### config.mk
export PLATFORM = sky130hd
export DESIGN_NAME = zorro2_bus_arbiter
export DESIGN_NICKNAME = d
export VERILOG_FILES = /design/src/rtl/zii_bus_pkg.sv /design/src/rtl/bus_sync.sv /design/src/rtl/zorro2_bus_arbiter.sv
export SDC_FILE = /design/constraint.sdc
export NUM_CORES = 1
export LEC_CHECK = 0
export ABC_AREA = 0
export CAP_MARGIN = 0
export CORE_UTILIZATION = 50
export DETAILED_ROUTE_END_ITERATION = 7
export PLACE_DENSITY_LB_ADDON = 0.15
export SETUP_SLACK_MARGIN = 0.3
export SLEW_MARGIN = 20
export SYNTH_ARGS = -nofsm -noshare
export SYNTH_HDL_FRONTEND = slang
export SYNTH_HIERARCHICAL = 1
export SYNTH_SLANG_ARGS = --single-unit
### constraint.sdc
create_clock -name C7M -period 1.48 [get_ports C7M]
set_input_delay 0.296 -clock C7M [delete_from_list [all_inputs] [get_ports C7M]]
set_output_delay 0.296 -clock C7M [all_outputs]
set_load 0.02 [all_outputs]
### src/rtl/zii_bus_pkg.sv
// Shared types and constants for the Zorro II bus arbitration logic.
package zii_bus_pkg;

  typedef enum logic [2:0] {
    IDLE    = 3'd0,
    PENDING = 3'd1,
    GRANT   = 3'd2,
    OWNED   = 3'd3,
    RELEASE = 3'd4
  } arb_state_e;

  localparam int DEF_GRANT_TIMEOUT = 16;

  localparam logic ASSERTED_N = 1'b0;
  localparam logic NEGATED_N  = 1'b1;

endpackage

### src/rtl/bus_sync.sv
// Multi-stage synchronizer for asynchronous bus signals; reset loads PRESET
// so that an active-low line reads as idle until real samples arrive.
module bus_sync #(
  parameter int               WIDTH  = 1,
  parameter int               STAGES = 2,
  parameter logic [WIDTH-1:0] PRESET = '1
) (
  input  logic             clk_i,
  input  logic             rst_n_i,
  input  logic [WIDTH-1:0] d_i,
  output logic [WIDTH-1:0] q_o
);

  logic [WIDTH-1:0] sync_q [STAGES];

  always_ff @(posedge clk_i) begin
    if (!rst_n_i) begin
      for (int i = 0; i < STAGES; i++) sync_q[i] <= PRESET;
    end else begin
      sync_q[0] <= d_i;
      for (int i = 1; i < STAGES; i++) sync_q[i] <= sync_q[i-1];
    end
  end

  assign q_o = sync_q[STAGES-1];

endmodule

### src/rtl/zorro2_bus_arbiter.sv
// Grant-side BR/BG/BGACK arbiter: lends the local 68SEC000 bus to one
// external DMA master at a time and holds the CPU off while it is lent.
module zorro2_bus_arbiter
  import zii_bus_pkg::*;
#(
  parameter int NUM_REQ       = 2,
  parameter int SYNC_STAGES   = 2,
  parameter int GRANT_TIMEOUT = DEF_GRANT_TIMEOUT,
  parameter int ROUND_ROBIN   = 0
) (
  input  logic               C7M,
  input  logic               RESET_n,
  input  logic [NUM_REQ-1:0] BR_n_IN,
  input  logic               BGACK_n,
  input  logic               AS_n,
  output logic [NUM_REQ-1:0] BG_n_OUT,
  output logic               CPU_HOLD_n,
  output logic [1:0]         OWNER,
  output logic               OWNER_VALID,
  output logic               TIMEOUT
);

  localparam int             TW       = (GRANT_TIMEOUT > 1) ? $clog2(GRANT_TIMEOUT) : 1;
  localparam logic [TW-1:0]  TMR_LAST = TW'(GRANT_TIMEOUT - 1);
  localparam logic [TW-1:0]  TMR_MAX  = '1;
  localparam logic [1:0]     LAST_IDX = 2'(NUM_REQ - 1);

  logic [NUM_REQ-1:0] br_s;
  logic               bgack_s;
  logic               as_s;

  bus_sync #(.WIDTH(NUM_REQ), .STAGES(SYNC_STAGES), .PRESET({NUM_REQ{NEGATED_N}})) u_sync_br (
    .clk_i   (C7M),
    .rst_n_i (RESET_n),
    .d_i     (BR_n_IN),
    .q_o     (br_s)
  );

  bus_sync #(.WIDTH(1), .STAGES(SYNC_STAGES), .PRESET(NEGATED_N)) u_sync_bgack (
    .clk_i   (C7M),
    .rst_n_i (RESET_n),
    .d_i     (BGACK_n),
    .q_o     (bgack_s)
  );

  bus_sync #(.WIDTH(1), .STAGES(SYNC_STAGES), .PRESET(NEGATED_N)) u_sync_as (
    .clk_i   (C7M),
    .rst_n_i (RESET_n),
    .d_i     (AS_n),
    .q_o     (as_s)
  );

  // Rotating the request vector right by ptr makes the round-robin search a
  // plain lowest-set-bit search; the found offset is then rotated back.
  function automatic logic [1:0] pick_winner(input logic [NUM_REQ-1:0] active,
                                             input logic [1:0]         ptr);
    logic [NUM_REQ-1:0] rot;
    logic [1:0]         off;
    logic [2:0]         sum;
    if (ROUND_ROBIN != 0) rot = NUM_REQ'({active, active} >> ptr);
    else                  rot = active;
    off = '0;
    for (int k = NUM_REQ - 1; k >= 0; k--) begin
      if ((rot & (NUM_REQ'(1) << k)) != '0) off = 2'(k);
    end
    sum = {1'b0, off} + ((ROUND_ROBIN != 0) ? {1'b0, ptr} : 3'd0);
    if (sum >= 3'(NUM_REQ)) sum = sum - 3'(NUM_REQ);
    return sum[1:0];
  endfunction

  arb_state_e         state_q, state_d;
  logic [1:0]         owner_q, owner_d;
  logic [1:0]         rr_ptr_q, rr_ptr_d;
  logic [TW-1:0]      timer_q, timer_d;
  logic               timeout_d;
  logic [NUM_REQ-1:0] bg_n_q, bg_n_d;
  logic               hold_n_q;
  logic               valid_q;
  logic               timeout_q;

  logic [NUM_REQ-1:0] br_active;
  logic               any_req;
  logic               owner_req;

  assign br_active = ~br_s;
  assign any_req   = |br_active;
  assign owner_req = |(br_active & (NUM_REQ'(1) << owner_q));

  always_comb begin
    state_d   = state_q;
    owner_d   = owner_q;
    rr_ptr_d  = rr_ptr_q;
    timer_d   = timer_q;
    timeout_d = 1'b0;

    case (state_q)
      IDLE: begin
        if (any_req && bgack_s == NEGATED_N) state_d = PENDING;
      end
      PENDING: begin
        if (!any_req) begin
          state_d = IDLE;
        end else if (as_s == NEGATED_N) begin
          owner_d = pick_winner(br_active, rr_ptr_q);
          state_d = GRANT;
        end
      end
      GRANT: begin
        // Acknowledge wins over withdrawal and timeout in the same cycle.
        if (bgack_s == ASSERTED_N && as_s == NEGATED_N) begin
          state_d = OWNED;
        end else if (bgack_s == NEGATED_N && !owner_req) begin
          state_d = IDLE;
        end else if (bgack_s == NEGATED_N && timer_q == TMR_LAST) begin
          state_d   = IDLE;
          timeout_d = 1'b1;
        end
      end
      OWNED: begin
        if (bgack_s == NEGATED_N) state_d = RELEASE;
      end
      RELEASE: begin
        rr_ptr_d = (owner_q == LAST_IDX) ? 2'd0 : 2'(owner_q + 2'd1);
        state_d  = any_req ? PENDING : IDLE;
      end
      default: state_d = IDLE;
    endcase

    if (state_d == GRANT && state_q != GRANT) begin
      timer_d = '0;
    end else if (state_q == GRANT && timer_q != TMR_MAX) begin
      timer_d = timer_q + 1'b1;
    end

    bg_n_d = {NUM_REQ{NEGATED_N}};
    if (state_d == GRANT) bg_n_d = ~(NUM_REQ'(1) << owner_d);
  end

  always_ff @(posedge C7M) begin
    if (!RESET_n) begin
      state_q   <= IDLE;
      owner_q   <= '0;
      rr_ptr_q  <= '0;
      timer_q   <= '0;
      bg_n_q    <= {NUM_REQ{NEGATED_N}};
      hold_n_q  <= NEGATED_N;
      valid_q   <= 1'b0;
      timeout_q <= 1'b0;
    end else begin
      state_q   <= state_d;
      owner_q   <= owner_d;
      rr_ptr_q  <= rr_ptr_d;
      timer_q   <= timer_d;
      bg_n_q    <= bg_n_d;
      hold_n_q  <= (state_d == IDLE) ? NEGATED_N : ASSERTED_N;
      valid_q   <= (state_d == GRANT) || (state_d == OWNED);
      timeout_q <= timeout_d;
    end
  end

  assign BG_n_OUT    = bg_n_q;
  assign CPU_HOLD_n  = hold_n_q;
  assign OWNER       = owner_q;
  assign OWNER_VALID = valid_q;
  assign TIMEOUT     = timeout_q;

endmodule

Word level (Yosys, flattened, before mapping) --
Memories as Yosys holds them, arrays and structs flattened. Cells that the tools add are included.
Word-level totals: logic and storage cells 82, register bits after elaboration 14, memory bits (writable) 8, memories kept 3, output and inout bits 7
Operators by class: equal/unequal tests 9, reduce and logical (&&, ||, !) cells 15, bitwise gates (word level) 12, shift-type cells 2, $add $sub $neg 2, magnitude comparators 1, muxes and demuxes 31
Memory list:
- u_sync_br.sync_q | depth 2, width 2, read ports 2, clocked after memory_dff 0, wr ports 2, RTL line bus_sync.sv:14 | logic [WIDTH-1:0] sync_q [STAGES];
- u_sync_as.sync_q | depth 2, width 1, read ports 2, clocked after memory_dff 0, wr ports 2, RTL line bus_sync.sv:14
- u_sync_bgack.sync_q | depth 2, width 1, read ports 2, clocked after memory_dff 0, wr ports 2, RTL line bus_sync.sv:14
Operators by type and width (number):
- $mux 2 | 13
- $mux 3 | 7
- $pmux 3 s5 | 1
- $eq 3x2->1 const B | 4
- $mux 1 | 10
- $logic_and 1x1->1 | 6
- $logic_not 3->1 | 2
- $or 1x1->1 | 6
- $reduce_or 2->1 | 3
- $add 4x1->4 const B | 1
- $eq 4x4->1 const B | 1
- $ne 4x4->1 const B | 1
- $not 2->2 | 2
- $reduce_or 4->1 | 1
- $shl 1x2->2 const A | 2
- $eq 3x1->1 const B | 1
- $eq 3x3->1 const B | 1
- $ne 3x2->1 const B | 1
- $not 1->1 | 3
- $and 2x2->2 | 1
- $ge 2x2->1 const B | 1
- $reduce_and 2->1 | 1
- $sub 2x2->2 const B | 1
- $logic_not 1->1 | 1
- $logic_or 1x1->1 | 1

Depth between registers and ports, before layout --
An unclocked memory read counts as a cell.
word-level depth 17, depth in mapped cells 5, mapped depth without buffers 5

Hierarchy --
The synthesis kept the hierarchy.
Modules (own cells, without submodules):
- zorro2_bus_arbiter | area each 649.4 sq um, cells each 66, instances 1
- bus_sync at u_sync_br | area each 120.1 sq um, cells each 10, instances 1
- bus_sync at u_sync_as ... | area each 52.6 sq um, cells each 4, instances 2

Worst setup path before layout --
Ideal clock, no wire load.
kind reg2reg, start point reg owner_q[0] (netlist: OWNER[0]), end point reg bg_n_q[1] (netlist: BG_n_OUT[1]), cell stages (with the launch flop) 5, required time 1354 ps, path slack 133 ps, path buffers 0, arrival time 1221 ps, cells stage by stage dfxtp_1 > mux2i_1 > nand4b_2 > a221oi_2 > nand3_1
On the way: cells in the longest elaborated chain, start to end 10
RTL lines:
- start, declared | RTL line zorro2_bus_arbiter.sv:72 | logic [1:0] owner_q, owner_d;
- start signal, assigned | RTL line zorro2_bus_arbiter.sv:151 | owner_q <= owner_d;
- $shl 1x2->2 | RTL line zorro2_bus_arbiter.sv:87 | assign owner_req = |(br_active & (NUM_REQ'(1) << owner_q));
- $and 2x2->2 | RTL line zorro2_bus_arbiter.sv:87
- $reduce_or 2->1 | RTL line zorro2_bus_arbiter.sv:87
- $logic_not 1->1 | RTL line zorro2_bus_arbiter.sv:112 | end else if (bgack_s == NEGATED_N && !owner_req) begin
- $logic_and 1x1->1 | RTL line zorro2_bus_arbiter.sv:112
- $mux 3 | RTL line zorro2_bus_arbiter.sv:112
- $mux 3 | RTL line zorro2_bus_arbiter.sv:110 | if (bgack_s == ASSERTED_N && as_s == NEGATED_N) begin
- $pmux 3 s5 | RTL line zorro2_bus_arbiter.sv:96 | case (state_q)
- $eq 3x2->1 | RTL line zorro2_bus_arbiter.sv:136 | if (state_d == GRANT) bg_n_d = ~(NUM_REQ'(1) << owner_d);
- $reduce_and 2->1 (no line)
- end signal, assigned | RTL line zorro2_bus_arbiter.sv:145 | bg_n_q <= {NUM_REQ{NEGATED_N}};
- end signal, assigned | RTL line zorro2_bus_arbiter.sv:154 | bg_n_q <= bg_n_d;
- end, declared | RTL line zorro2_bus_arbiter.sv:76 | logic [NUM_REQ-1:0] bg_n_q, bg_n_d;
Parallel ways exist; a longest one is shown, timed or not. A chain may end at the register's enable or synchronous reset.

Final worst setup path --
start point reg state_q[0], end point reg bg_n_q[0] (netlist: BG_n_OUT[0])
On the way: cells in the longest elaborated chain, start to end 6
RTL lines:
- start, declared | RTL line zorro2_bus_arbiter.sv:71 | arb_state_e state_q, state_d;
- start signal, assigned | RTL line zorro2_bus_arbiter.sv:150 | state_q <= state_d;
- $mux 3 | RTL line zorro2_bus_arbiter.sv:114 | end else if (bgack_s == NEGATED_N && timer_q == TMR_LAST) begin
- $mux 3 | RTL line zorro2_bus_arbiter.sv:112
- $mux 3 | RTL line zorro2_bus_arbiter.sv:110
- $pmux 3 s5 | RTL line zorro2_bus_arbiter.sv:96
- $eq 3x2->1 | RTL line zorro2_bus_arbiter.sv:136
- $reduce_and 2->1 (no line)
Parallel ways exist; a longest one is shown, timed or not.

==> results.tsv <==
stage	metric	value	unit
status	status	finished with violations	
status	violations	design-rule violations	
floorplan	die_w	43.8	µm
clock_tree	clkTransAtPathRegs	0.13	ns
floorplan	ios	13	
global_routing	grt_pass1_wl	2970	µm
worst_setup_path	critPathLaunchType	flop	
placement	routabilityCongestion	0.803	
pwr	netSwitchingFraction	22.2	%
detailed_routing	drtIter0Drc	17	
clock_tree	h-tree-depth	1	
floorplan	die_h	43.8	µm
pwr	p_clk_share	36.4	%
placement	dp_hpwl	1160	µm
detailed_routing	vias_per_cell	5.42	
detailed_routing	finalWirelength	1750	µm
pwr	leakage	0.478	nW
hold_path	hold_path_end	u_sync_br/sync_q[0][3]	
worst_setup_path	worstSetupPathType	reg2reg	
detailed_routing	drc	1	
global_routing	grt_usage	21.4	%
worst_setup_path	worstSetupEndpointType	flop	
final_layout	nNetsFinal	116	
placement	io_buffers	12	
synthesis	syn_avg_cell_area	10.4	µm²
global_routing	antenna_found_initial	0	
worst_setup_path	regToRegEndpoint	BG_n_OUT[0]	
detailed_routing	first_pass_iters	6	
synthesis	ys_warn_count	6	
sta	rsz0062_at_grt	yes	
detailed_routing	vias	672	
sta	skew	0.00648	ns
sta	finalMaxSlewViolations	0	
clock_tree	clock_path_buffers	2	
sta	setup_viol	0	
sta	fin_crit	1.35	ns
synthesis	syn_nets	91	
synthesis	ys_ff_latch	22	
sta	tightest_slew	0.264	ns
clock_tree	cts-root-buf	clkbuf_4	
synthesis	synth.area.top_cells	dfxtp_1 (50%), nand2b_1 (5.7%), nor2_1 (3.0%), a21oi_1 (2.9%), nand3_1 (2.9%)	
sta	max-slew-margin-rel	82.4	%
synthesis	syn-cell-area	875	µm²
final_layout	areaGrowthSynthToFinish	40.1	%
floorplan	start_util	55.5	%
global_routing	grt_max_degree	14	
floorplan	rows	14	
worst_setup_path	cp.arrival	1.55	ns
synthesis	synth-seq-area-share	50.4	%
synthesis	synth.top_cell.area_share	50.4	%
clock_tree	clock-sinks	22	
synthesis	synth_top_cell_by_area	dfxtp_1	
floorplan	die_area	0.00192	mm²
sta	max_freq	0.740	GHz
synthesis	yosysUniqueCellTypes	28	
pwr	combPwrFrac	7.6	%
pwr	p_sw	0.243	mW
floorplan	fp.coreArea	0.00158	mm²
final_layout	n_antenna_cell	0	
worst_setup_path	cp_max_fo	7	
worst_setup_path	r2r_slack	0.13	ns
clock_tree	cts-buffers-inserted	3	
detailed_routing	postRouteAntennaNets	0	
pwr	ir_drop	0.773	mV
worst_setup_path	reg2regPathDepth	4	
global_routing	grt_pass1_vias	649	
job	cap_viol_max_count	0	
sta	hold_slack	0.429	ns
pwr	seq_power_share	56.0	%
hold_path	hold_start	u_sync_br/sync_q[0][1]	
hold_path	holdCritPathClass	reg2reg	
hold_path	worstHoldPathCells	1	
worst_setup_path	worstReg2RegStart	state_q[0]	
worst_setup_path	worst_ep_required_time	1.68	ns
global_routing	grt_remaining_overflow	0	
sta	finalCritPeriodShare	91.4	%
clock_tree	clock_latency	0.32	ns
pwr	p_int	0.852	mW
detailed_routing	wire_per_inst	14.1	µm
final_layout	drive_above_1_share	45.4	%
clock_tree	holdBufCountCts	0	
sta	fin_tns_setup	0	ns
sta	hold_violations	0	
clock_tree	cts_tree	yes	
pwr	power_density	894	mW/mm²
synthesis	syn-instance-count	84	
## layout make-up
type	instances	area, µm²
clock buffer	4	47.5
fill	102	352
inverter	4	15.0
multi-input combinational	56	513
sequential	22	458
tap	16	20.0
timing repair buffer	22	171
## flip-flops by register name, summed over array words and instances (netlist names), 2 cells and up
register,cells
timer_q,4
u_sync_br/sync_q,4
state_q,3
BG_n_OUT,2
OWNER,2
u_sync_as/sync_q,2
u_sync_bgack/sync_q,2
## per-layer routing
layer | vias up | GRT usage, % | part of all wire (%)
met5 | - | 0 | 0
met4 | 0 | 6.88 | 0
met3 | 0 | 6.25 | 4.4
met2 | 19 | 34.6 | 51
met1 | 309 | 27.4 | 45
li1 | 344 | - | -
## power groups by stage
stage | clock, mW | combinational (mW) | sequential, mW
2_1_floorplan | 0 | 0.0395 | 0.626
3_3_place_gp | 0 | 0.0682 | 0.627
3_5_place_dp | 0 | 0.0698 | 0.628
4_1_cts | 0.397 | 0.0760 | 0.614
5_1_grt | 0.430 | 0.0901 | 0.615
6_report | 0.399 | 0.0834 | 0.613
## layout by cell type, fill, tap and decap left out, types with 2 or more instances in the layout
cell type and instances:
dfxtp_1 16, nand2b_1 8, nor2_1 7, buf_2 7, buf_4 7, clkdlybuf4s50_1 5, dfxtp_4 4, a21oi_1 4
inv_1 4, nand3_1 3, nand2_1 3, clkbuf_4 3, buf_6 3, nand3_2 2, nand2_2 2, xor2_1 2
o211ai_1 2, and3_4 2, dfxtp_2 2
## per-stage QoR
step / utilization [%] / instance area, µm² / instances / total power [mW] / setup slack [ns]
after global routing: 77.7 / 1220 / 124 / 1.14 / 0.0669
after global placement: 68.8 / 1080 / 113 / 0.695 / 0.0592
after CTS: 73.9 / 1160 / 120 / 1.09 / 0.161
final: 77.7 / 1220 / 124 / 1.10 / 0.128
after floorplan: - / 937 / 84 / 0.666 / 0.243
after detailed placement: 68.8 / 1080 / 113 / 0.697 / 0.0349
## logic make-up after synthesis
logic type,share of synthesized area [%]
XOR/XNOR,2.00
flip-flops,50.4
AND/OR/NAND/NOR,30.8
adder cells (fa/ha/maj),1.43
AO/OA/AOI/OAI,10.9
buffers and inverters,3.43
multiplexers,1.14
## worst max-delay path, cell delays in order (launching register included)
cell,delay (ns)
dfxtp_4,0.39
nor3b_4,0.26
nand4b_4,0.18
a221oi_4,0.29
nand3b_1,0.12
## synthesized netlist by cell type, drive strengths merged
master,instances
dfxtp,22
nand2b,9
nor2,7
nand2,6
a21oi,5
nand3,5
inv,4
and3,3
buf,2
nor4b,2
o211ai,2
xor2,2
a211oi,1
a21o,1
a221oi,1
a2bb2oi,1
a41o,1
and2,1
and4bb,1
ha,1
mux2i,1
nand3b,1
nand4,1
nand4b,1
nor2b,1
nor3b,1
or3b,1
## how the worst max path moves through the flow
stage | from | slack, ns | depth (start not counted) | endpoint
after floorplan | state_q[2] | 0.24 | 4 | BG_n_OUT[1]
after global placement | RESET_n | 0.06 | 4 | BG_n_OUT[1]
after detailed placement | RESET_n | 0.03 | 4 | BG_n_OUT[0]
after CTS | state_q[1] | 0.16 | 4 | BG_n_OUT[0]
after global routing | state_q[0] | 0.07 | 4 | BG_n_OUT[0]
final | state_q[0] | 0.13 | 4 | BG_n_OUT[0]
## what timing repair did
item | in CTS | in global routing
gates resized for setup | 35 | 9
setup buffers | 3 | 4
cloned | 0 | 0
pin swaps | 3 | 6
endpoints found under the setup margin | 13 | 11
(Power assumes the default switching activity.)
